File: config.mk
export PLATFORM = sky130hd
export DESIGN_NAME = alu
export DESIGN_NICKNAME = d
export VERILOG_FILES = /design/src/rtl/alu_pkg.sv /design/src/rtl/alu_divider.sv /design/src/rtl/alu.sv
export SDC_FILE = /design/constraint.sdc
export NUM_CORES = 1
export LEC_CHECK = 0
export ABC_AREA = 1
export CAP_MARGIN = 20
export CORE_ASPECT_RATIO = 1.75
export CORE_MARGIN = 10
export CORE_UTILIZATION = 35
export DETAILED_ROUTE_END_ITERATION = 7
export PLACE_DENSITY = 0.62
export SLEW_MARGIN = 40
export SYNTH_ARGS = -nofsm -noshare
export SYNTH_HDL_FRONTEND = slang
export SYNTH_SLANG_ARGS = --single-unit
File: constraint.sdc
create_clock -name clk -period 3 [get_ports clk]
set_input_delay 0.9 -clock clk [delete_from_list [all_inputs] [get_ports clk]]
set_output_delay 0.9 -clock clk [all_outputs]
set_load 0.1 [all_outputs]
File: src/rtl/alu_pkg.sv
// Opcode encoding for the calculator ALU, shared with the keypad decoder.
package alu_pkg;
    localparam logic [1:0] OP_ADD = 2'd0;
    localparam logic [1:0] OP_SUB = 2'd1;
    localparam logic [1:0] OP_MUL = 2'd2;
    localparam logic [1:0] OP_DIV = 2'd3;
endpackage

File: src/rtl/alu_divider.sv
// Restoring shift-subtract divider: one quotient bit per cycle, done pulses once.
module alu_divider #(
    parameter int inSize = 4
) (
    input  logic              clk,
    input  logic              rst,
    input  logic              start,
    input  logic [inSize-1:0] dividend,
    input  logic [inSize-1:0] divisor,
    output logic [inSize-1:0] quotient,
    output logic [inSize-1:0] remainder,
    output logic              busy,
    output logic              done
);
    localparam int CW = $clog2(inSize + 1);

    logic [inSize-1:0] rem_q, rem_d, quo_q, quo_d, dvs_q, dvs_d;
    logic [CW-1:0]     cnt_q, cnt_d;
    logic              busy_q, busy_d, done_q, done_d;
    logic [inSize:0]   shifted;

    // A zero divisor always "fits", so the quotient fills with ones and the
    // dividend bits shift straight into the remainder.
    always_comb begin
        rem_d   = rem_q;
        quo_d   = quo_q;
        dvs_d   = dvs_q;
        cnt_d   = cnt_q;
        busy_d  = busy_q;
        done_d  = 1'b0;
        shifted = {rem_q, quo_q[inSize-1]};
        if (start && !busy_q) begin
            rem_d  = '0;
            quo_d  = dividend;
            dvs_d  = divisor;
            cnt_d  = CW'(inSize);
            busy_d = 1'b1;
        end else if (busy_q) begin
            if (shifted >= {1'b0, dvs_q}) begin
                rem_d = shifted[inSize-1:0] - dvs_q;
                quo_d = {quo_q[inSize-2:0], 1'b1};
            end else begin
                rem_d = shifted[inSize-1:0];
                quo_d = {quo_q[inSize-2:0], 1'b0};
            end
            cnt_d = cnt_q - CW'(1);
            if (cnt_q == CW'(1)) begin
                busy_d = 1'b0;
                done_d = 1'b1;
            end
        end
    end

    always_ff @(posedge clk) begin
        if (rst) begin
            rem_q  <= '0;
            quo_q  <= '0;
            dvs_q  <= '0;
            cnt_q  <= '0;
            busy_q <= 1'b0;
            done_q <= 1'b0;
        end else begin
            rem_q  <= rem_d;
            quo_q  <= quo_d;
            dvs_q  <= dvs_d;
            cnt_q  <= cnt_d;
            busy_q <= busy_d;
            done_q <= done_d;
        end
    end

    assign quotient  = quo_q;
    assign remainder = rem_q;
    assign busy      = busy_q;
    assign done      = done_q;
endmodule

File: src/rtl/alu.sv
// Registered calculator ALU: operand stage, combinational add/sub/mul, iterative divide.
module alu
    import alu_pkg::*;
#(
    parameter int inSize = 4
) (
    input  logic                clk,
    input  logic                rst,
    input  logic                en,
    input  logic [1:0]          operation,
    input  logic [inSize-1:0]   A,
    input  logic [inSize-1:0]   B,
    output logic [2*inSize-1:0] result,
    output logic                valid
);
    localparam int RW = 2 * inSize;

    logic              stg_vld_q, stg_vld_d;
    logic [1:0]        stg_op_q, stg_op_d;
    logic [inSize-1:0] stg_a_q, stg_a_d, stg_b_q, stg_b_d;
    logic [RW-1:0]     result_q, result_d;
    logic              valid_q, valid_d;

    logic              accept, div_busy, div_done;
    logic [inSize-1:0] div_quo, div_rem;
    logic [RW-1:0]     a_ext, b_ext, alu_res;

    assign accept = en && !div_busy;

    alu_divider #(.inSize(inSize)) u_div (
        .clk       (clk),
        .rst       (rst),
        .start     (accept && operation == OP_DIV),
        .dividend  (A),
        .divisor   (B),
        .quotient  (div_quo),
        .remainder (div_rem),
        .busy      (div_busy),
        .done      (div_done)
    );

    // Widening to RW before the arithmetic gives the carry, the sign
    // extension of a negative difference and the full product for free.
    always_comb begin
        stg_vld_d = accept && operation != OP_DIV;
        stg_op_d  = stg_op_q;
        stg_a_d   = stg_a_q;
        stg_b_d   = stg_b_q;
        if (accept) begin
            stg_op_d = operation;
            stg_a_d  = A;
            stg_b_d  = B;
        end
        a_ext   = {{inSize{1'b0}}, stg_a_q};
        b_ext   = {{inSize{1'b0}}, stg_b_q};
        alu_res = '0;
        case (stg_op_q)
            OP_ADD:  alu_res = a_ext + b_ext;
            OP_SUB:  alu_res = a_ext - b_ext;
            OP_MUL:  alu_res = a_ext * b_ext;
            default: alu_res = '0;
        endcase
        result_d = result_q;
        valid_d  = 1'b0;
        if (div_done) begin
            result_d = {div_rem, div_quo};
            valid_d  = 1'b1;
        end else if (stg_vld_q) begin
            result_d = alu_res;
            valid_d  = 1'b1;
        end
    end

    always_ff @(posedge clk) begin
        if (rst) begin
            stg_vld_q <= 1'b0;
            stg_op_q  <= OP_ADD;
            stg_a_q   <= '0;
            stg_b_q   <= '0;
            result_q  <= '0;
            valid_q   <= 1'b0;
        end else begin
            stg_vld_q <= stg_vld_d;
            stg_op_q  <= stg_op_d;
            stg_a_q   <= stg_a_d;
            stg_b_q   <= stg_b_d;
            result_q  <= result_d;
            valid_q   <= valid_d;
        end
    end

    assign result = result_q;
    assign valid  = valid_q;
endmodule

# == Word level (Yosys, flattened, before mapping) ==
# Cells that the tools add are included.
# word_totals
ff_bits,37
input_bits,13
elab_cells,50
# op_classes
addsub,4
n_mul,1
n_lt_le_gt_ge,1
n_eq_ne,5
n_mux,15
bitwise,1
n_reduce_logical,10
# op_table
cell,count
$pmux W8 S3,1
$mux W8,2
$mux W4,3
$mul A4 B4 Y8,1
$mux W1,7
$mux W3,2
$add A4 B4 Y5,1
$ge A5 B4 Y1,1
$sub A4 B4 Y5,1
$eq A2 B2 Y1 const B,2
$logic_and A1 B1 Y1,4
$reduce_bool A2 Y1,2
$sub A4 B4 Y4,1
$eq A3 B1 Y1 const B,1
$reduce_or A3 Y1,1
$sub A3 B1 Y3 const B,1
$eq A2 B1 Y1 const B,1
$logic_not A2 Y1,1
$ne A2 B2 Y1 const B,1
$reduce_or A2 Y1,1
$logic_not A1 Y1,1
$not A1 Y1,1

# == Longest topological paths before layout ==
# Gate-level depths: netlist of run 1.
# depth
depth_word,5
ltp_mapped,15

# == Hierarchy ==
# From an unflattened synthesis of run 1, not the netlist that was laid out.
# unflattened
cells_unflattened,347
area_unflattened_um2,2517.4
# by_module_without_submodules
module,n_inst,cells_each,area_each_um2
alu,1,221,1571.5
alu_divider,1,126,945.9

# == Worst setup path before layout of run 1 ==
# Ideal clock, no wire load.
# synth_timing
path_type,reg-to-reg
startpoint,reg stg_a_q[1]
endpoint,"reg result_q[6], in the netlist result[6]"
setup_time_ns,0.119
t_arrival_ns,2.619
required_ns,2.881
path_slack_ns,0.262
path_stages_with_launch,15
period_less_slack_ns,2.738
cell_sequence,dfxtp_1 > nand2_1 > fa_1 > inv_1 > fa_1 > inv_1 > fa_1 > inv_1 > nand3_1 > nand2_1 > a21oi_1 > o21ai_0 > nand2_1 > nand2_1 > nand2_1
# synth_via
elab_chain_len,4
elab_cells_between_ends,5
classes_between,add/sub: 1; mul: 1; mux: 3
# synth_rtl
item,line_no,text
"start, declared",alu.sv:20,"logic [inSize-1:0] stg_a_q, stg_a_d, stg_b_q, stg_b_d;"
"start signal, assigned",alu.sv:85,stg_a_q <= stg_a_d;
$mul A4 B4 Y8 or $sub A4 B4 Y5 (tied branches),"alu.sv:60, alu.sv:59",
$pmux W8 S3 (*),alu.sv:57,case (stg_op_q)
$mux W8 (*),alu.sv:68,end else if (stg_vld_q) begin
$mux W8 (*),alu.sv:65,if (div_done) begin
"end signal, assigned",alu.sv:87,result_q <= result_d;
"end, declared",alu.sv:21,"logic [RW-1:0] result_q, result_d;"
# Mark *: on every way between the ends. The rest lies on a longest branch, timed or not. The select of a mux whose other input is x is not followed.
# A chain may end at the register's enable or synchronous reset.

# == Final worst setup path of run 1 ==
# layout_timing
startpoint,reg stg_b_q[3]
endpoint,"reg result_q[6], in the netlist result[6]"
# layout_via
elab_chain_len,4
elab_cells_between_ends,5
classes_between,add/sub: 1; mul: 1; mux: 3
# layout_rtl
item,line_no,text
"start, declared",alu.sv:20,
"start signal, assigned",alu.sv:86,stg_b_q <= stg_b_d;
$mul A4 B4 Y8 or $sub A4 B4 Y5 (tied branches),"alu.sv:60, alu.sv:59",
$pmux W8 S3 (*),alu.sv:57,
$mux W8 (*),alu.sv:68,
$mux W8 (*),alu.sv:65,
# Marks and branches as above.

==> results of run 1 <==
-- cells in the final DEF, fill, tap and decap left out, types with 7 or more instances in the layout --
cell             Yosys  routed
o21ai_0             19      19
buf_4                0      13
nand3_1             24      24
fa_1                 7       7
clkdlybuf4s50_1      0      12
nand2_1             84      84
ha_1                26      26
inv_1               50      50
nor2_1              18      18
dfxtp_1             37      36
a21oi_1             33      33
-- logic make-up after synthesis --
logic type                 count (synthesis)
AOI/OAI and AO/OA                         67
and+or+nand+nor                          140
xor gates and xnor gates                   2
adders and majority gates                 33
DFF                                       37
buffers and inverters                     63
-- sequential cells by signal (all words and copies together), names as in the netlist --
register         count
result               8
stg_a_q              4
stg_b_q              4
u_div.done           1
u_div.cnt_q          3
u_div.quotient       4
u_div.busy           1
u_div.remainder      4
stg_op_q             2
u_div.dvs_q          4
stg_vld_q            1
valid                1
-- per-stage QoR --
stage          cells  hold WS (ns)
6_report         453         0.457
5_1_grt          453         0.492
3_3_place_gp     445         0.445
2_1_floorplan    342         0.440
4_1_cts          453         0.462
3_5_place_dp     445         0.454
-- worst max-delay path by stage --
stage	end	cells after the start
2_1_floorplan	result[6]$_SDFFE_PP0P_	14
3_3_place_gp	result[6]$_SDFFE_PP0P_	14
3_5_place_dp	result[6]$_SDFFE_PP0P_	14
4_1_cts	result[6]$_SDFFE_PP0P_	14
5_1_grt	result[6]$_SDFFE_PP0P_	14
6_report	result[6]$_SDFFE_PP0P_	14
-- power breakdown --
group | switching, mW | total [mW] | internal, mW
sequential | 0.0295 | 0.549 | 0.520
clock | 0.192 | 0.543 | 0.351
combinational | 0.190 | 0.293 | 0.104
total | 0.411 | 1.39 | 0.975
-- worst max-delay path: stages (launching register included) --
cell and delay [ns]:
dfxtp_1 0.38, nand2_1 0.10, fa_1 0.54, inv_1 0.06, fa_1 0.58, inv_1 0.07, fa_1 0.44, inv_1 0.08
nand3_1 0.06, nand2_1 0.09, a21oi_1 0.06, o21ai_0 0.07, nand2_1 0.07, nand2_1 0.06, nand2_1 0.04
-- layer usage --
| metal | part of all wire [%] | GRT usage [%] |
|---|---|---|
| met4 | 4.2 | 8.65 |
| met1 | 36 | 10.0 |
| met5 | 0 | 0 |
| met2 | 58 | 25.4 |
| met3 | 2.2 | 1.56 |
-- timing repair --
action,CTS,global route
resized for setup,0,1
buffers inserted,0,0
setup endpoints to repair,0,1
-- cell type report --
cell class	instances	area (µm²)
clock buffers	7	153
clock inverters	1	5.00
fillers	732	3920
inverters	57	216
multi-input cells	242	1450
flip-flops and latches	37	742
well taps	84	105
repair buffers	25	218
==> run metrics, run 1 <==
outcome finished, final reports clean; Max Slew Vio Count 0; min cycle time layout 2.80 ns; largest family of logic cells by synthesized area simple AND/OR/NAND/NOR gates; vias in the first global route 2418; first-pass GRT wire length 10.7 mm; initial antenna violation count 0; Tot GR Track Use 12.2%; Post-Synth XOR/XNOR Area 0.719%; nets 414; r2r endpoint result[6]$_SDFFE_PP0P_; Slew @ Worst Pin 0.558 ns; leak pwr 1.48 nW; Placeable Area 6810 µm²; die span in y 130 µm; cells after synthesis 342; peak supply drop 0.000422 V; first element of the critical path stg_b_q[3]$_SDFFE_PP0P_; port buffer count 21; largest cells by area after synthesis dfxtp_1 30%, ha_1 13%, nand2_1 13%; max cap viols 0; power consumption 1.39 mW; crit path DAT 2.97 ns; final setup margin 0.199 ns; Top Ports 22; fin util 42.5%; Post-Synth Simple-Gate Area 24.8%; clk buf depth 2; Async SR Flop Fraction 0%; R2R Setup Slk 0.20 ns; clock-pin slew on the worst setup and hold paths 0.05 ns; area grow syn2layout 18.6%; hold_sp result[7]$_SDFFE_PP0P_; DRC 0; required time of the critical path 3.17 ns; pwr dens 479 nW/µm²; Critical R2R Launch stg_b_q[3]$_SDFFE_PP0P_; fmax 357 MHz; top cells by count, synth 84 x nand2_1, 50 x inv_1, 37 x dfxtp_1; DRT antenna net count 0; Final Hold Fails 0; Synth Area in Compound Gates 15.0%; synthesized net count 388; Worst Hold Depth 2; # hold bufs at CTS 0; diode count 0; fin crit share 93.4%; Routed WL 6.32 mm; clock skew 0.00523 ns; Post-Synth Adder-Cell Area 19.1%; H-tree levels 2; final setup TNS 0 ns; worst slack, placed 0.148 ns; total of warnings raised by yosys 0; FF-to-FF path depth 14; layout cell share with drive strength beyond 1 10.0%; total grt overflow 0; drt wl/cell 13.9 µm; Root Buffer clkbuf_16; Clock Latency Late Sink 0.28 ns; worst hold path class register to register; Top FF cell, synth dfxtp_1; final setup fails 0; largest net degree at the start of global routing 19; cell row count 40; Cell Area, Synth 2440 µm²; # clock sinks 37; Die W 83.1 µm; Yosys top cell by area dfxtp_1; routed vias 2225; CTS tree yes; Starting Density 35.8%; crit path capture type register; Hold EP result[7]$_SDFFE_PP0P_; Yosys cell types 30; RSZ-0062 raised after global routing no; hpwl dp 5.30 mm; Post-synth EDFFs 0; CP Max Fanout 5; Rel. slew slack 62.5%; number of synthesized register bits 37; mux cell area share after synthesis 0%; DR iter-0 viols 74; synthesized area per cell 7.12 µm²; startpoint types register; top-count cell post-synth nand2_1; WS Path Type register to register; sequential-to-total area share from yosys stat 30.4%; vias per cell 4.91; CTS Buf Count 5; Die Area 10800 µm²; Final GP Congestion 0.827; Finished Cell Area 2890 µm²; Synth top area share 30.4%; Pre-Repair DR Iteration Count 4; placed cell areas 2730 µm²
(Power assumes the default switching activity.)
==> inputs of run 2 (changes only) <==
- clock period: 3 -> 2.6 ns (I/O delays scaled with it)
==> run metrics, run 2 (synthesis results as in run 1) <==
Rel. slew slack 61.7%; Routed WL 6.67 mm; peak supply drop 0.000464 V; initial antenna violation count 0; CTS tree yes; DR iter-0 viols 113; Root Buffer clkbuf_16; hpwl dp 5.38 mm; RSZ-0062 raised after global routing yes; post-route insts no fill 458; Tot GR Track Use 12.4%; internal power 1.14 mW; crit path capture type register; Final Hold Fails 0; Final GP Congestion 0.833; Hold Worst Slack 0.461 ns; Pre-Repair DR Iteration Count 4; worst hold path class register to register; hold_sp result[7]$_SDFFE_PP0P_; Die Area 10800 µm²; clock share of power 39.0%; Max stage delay on crit path 0.60 ns; vias per cell 5.00; clk buf depth 2; layout cell share with drive strength beyond 1 17.1%; max cap viols 0; delay-heaviest family, CP adder cells; NetSw 0.499 mW; Placeable Area 6810 µm²; Post-CTS Setup Bufs 0; die span in y 130 µm; total grt overflow 0; most frequent cells in the layout 80 x nand2_1, 47 x inv_1, 32 x dfxtp_1, 31 x a21oi_1; first-pass GRT wire length 11.0 mm; CP Buf/Inv Count 3; startpoint types register; required time of the critical path 2.78 ns; Starting Density 35.8%; # hold bufs at CTS 0; CP Max Fanout 2; Critical R2R Launch stg_a_q[1]$_SDFFE_PP0P_; final setup fails 0; min cycle time layout 2.57 ns; area grow syn2layout 23.9%; crit path DAT 2.74 ns; fin util 44.3%; # clock sinks 37; first element of the critical path stg_a_q[1]$_SDFFE_PP0P_; Clock Latency Late Sink 0.29 ns; Sw Share 30.5%; CP cell instances nand2_4 -> fa_1 -> inv_2 -> fa_1 -> inv_2 -> fa_2 -> inv_2 -> nand3_2 -> nand2_2 -> a21oi_2 -> o21ai_1 -> nand2_1 -> nand2_1 -> nand2_1; cell row count 40; diode count 0; clock skew 0.00444 ns; Largest register FFs 8; fmax 390 MHz; Logic pwr share 22.6%; Flop pwr share 38.4%; fin crit share 98.7%; final setup TNS 0 ns; drt wl/cell 14.6 µm; port buffer count 21; Max Slew Vio Count 0; largest net degree at the start of global routing 15; routed vias 2290; leak pwr 1.50 nW; outcome finished, final reports clean; pwr dens 543 nW/µm²; WS Path Type register to register; vias in the first global route 2344; Slew @ Worst Pin 0.570 ns; nets 419; Die W 83.1 µm; Top Ports 22; clock-pin slew on the worst setup and hold paths 0.05 ns; DRT antenna net count 0; Placed Cells 450; H-tree levels 2; slowest stage cell, crit path fa_1; CTS Buf Count 5; DRC 0; commonest non-fill, non-tap cell in the layout nand2_1
-- run 2: worst register-to-register path, delay by kind of cell (launching register included) --
| kind | cells | cell delay, ns |
|---|---|---|
| AOI/OAI and AO/OA | 2 | 0.12 |
| adders and majority gates | 3 | 1.48 |
| buffers and inverters | 3 | 0.16 |
| DFF | 1 | 0.36 |
| and+or+nand+nor | 6 | 0.32 |
-- run 2: final cells by class --
class | instances | area (µm²)
fill | 715 | 3790
multi-input combinational | 242 | 1530
sequential | 37 | 749
timing repair buffer | 30 | 255
inverter | 57 | 216
clock buffer | 7 | 153
tap | 84 | 105
clock inverter | 1 | 5.00
-- run 2: repair_timing --
| action | in CTS | in global routing |
|---|---|---|
| hold endpoints to repair | 0 | 0 |
| resized for setup | 1 | 20 |
| setup endpoints to repair | 3 | 5 |
| pin swaps | 1 | 10 |
-- run 2: path summary, 6_finish.rpt --
path,end,slack (ns),cells after the start
max,result[6]$_SDFFE_PP0P_,0.03,14
max reg2reg,result[6]$_SDFFE_PP0P_,0.03,14
min reg2reg,result[7]$_SDFFE_PP0P_,0.46,2
min,result[7]$_SDFFE_PP0P_,0.46,2
-- run 2: power by group through the flow --
stage	Clock, mW	Sequential [mW]	Combinational, mW
2_1_floorplan	0	0.672	0.209
3_3_place_gp	0	0.638	0.354
3_5_place_dp	0	0.638	0.357
4_1_cts	0.643	0.626	0.360
5_1_grt	0.660	0.631	0.414
6_report	0.639	0.629	0.371
-- run 2: stage by stage --
stage	setup slack (ns)	area (µm²)	power, mW
after floorplan	0.0441	2450	0.881
after global placement	-0.0395	2780	0.992
after detailed placement	-0.0695	2780	0.995
after CTS	0.0000335	2940	1.63
after global routing	-0.0848	3020	1.71
final	0.0348	3020	1.64
-- run 2: metal layers --
metal  share of wire (%)  wire [µm]  vias to the layer above  GRT usage, %
met3                 2.2        150                       10          2.12
met4                 2.3        152                        0          6.44
li1                    -          -                     1157             -
met2                  60       3980                       30          26.5
met5                   0          0                        -             0
met1                  36       2390                     1093          10.3
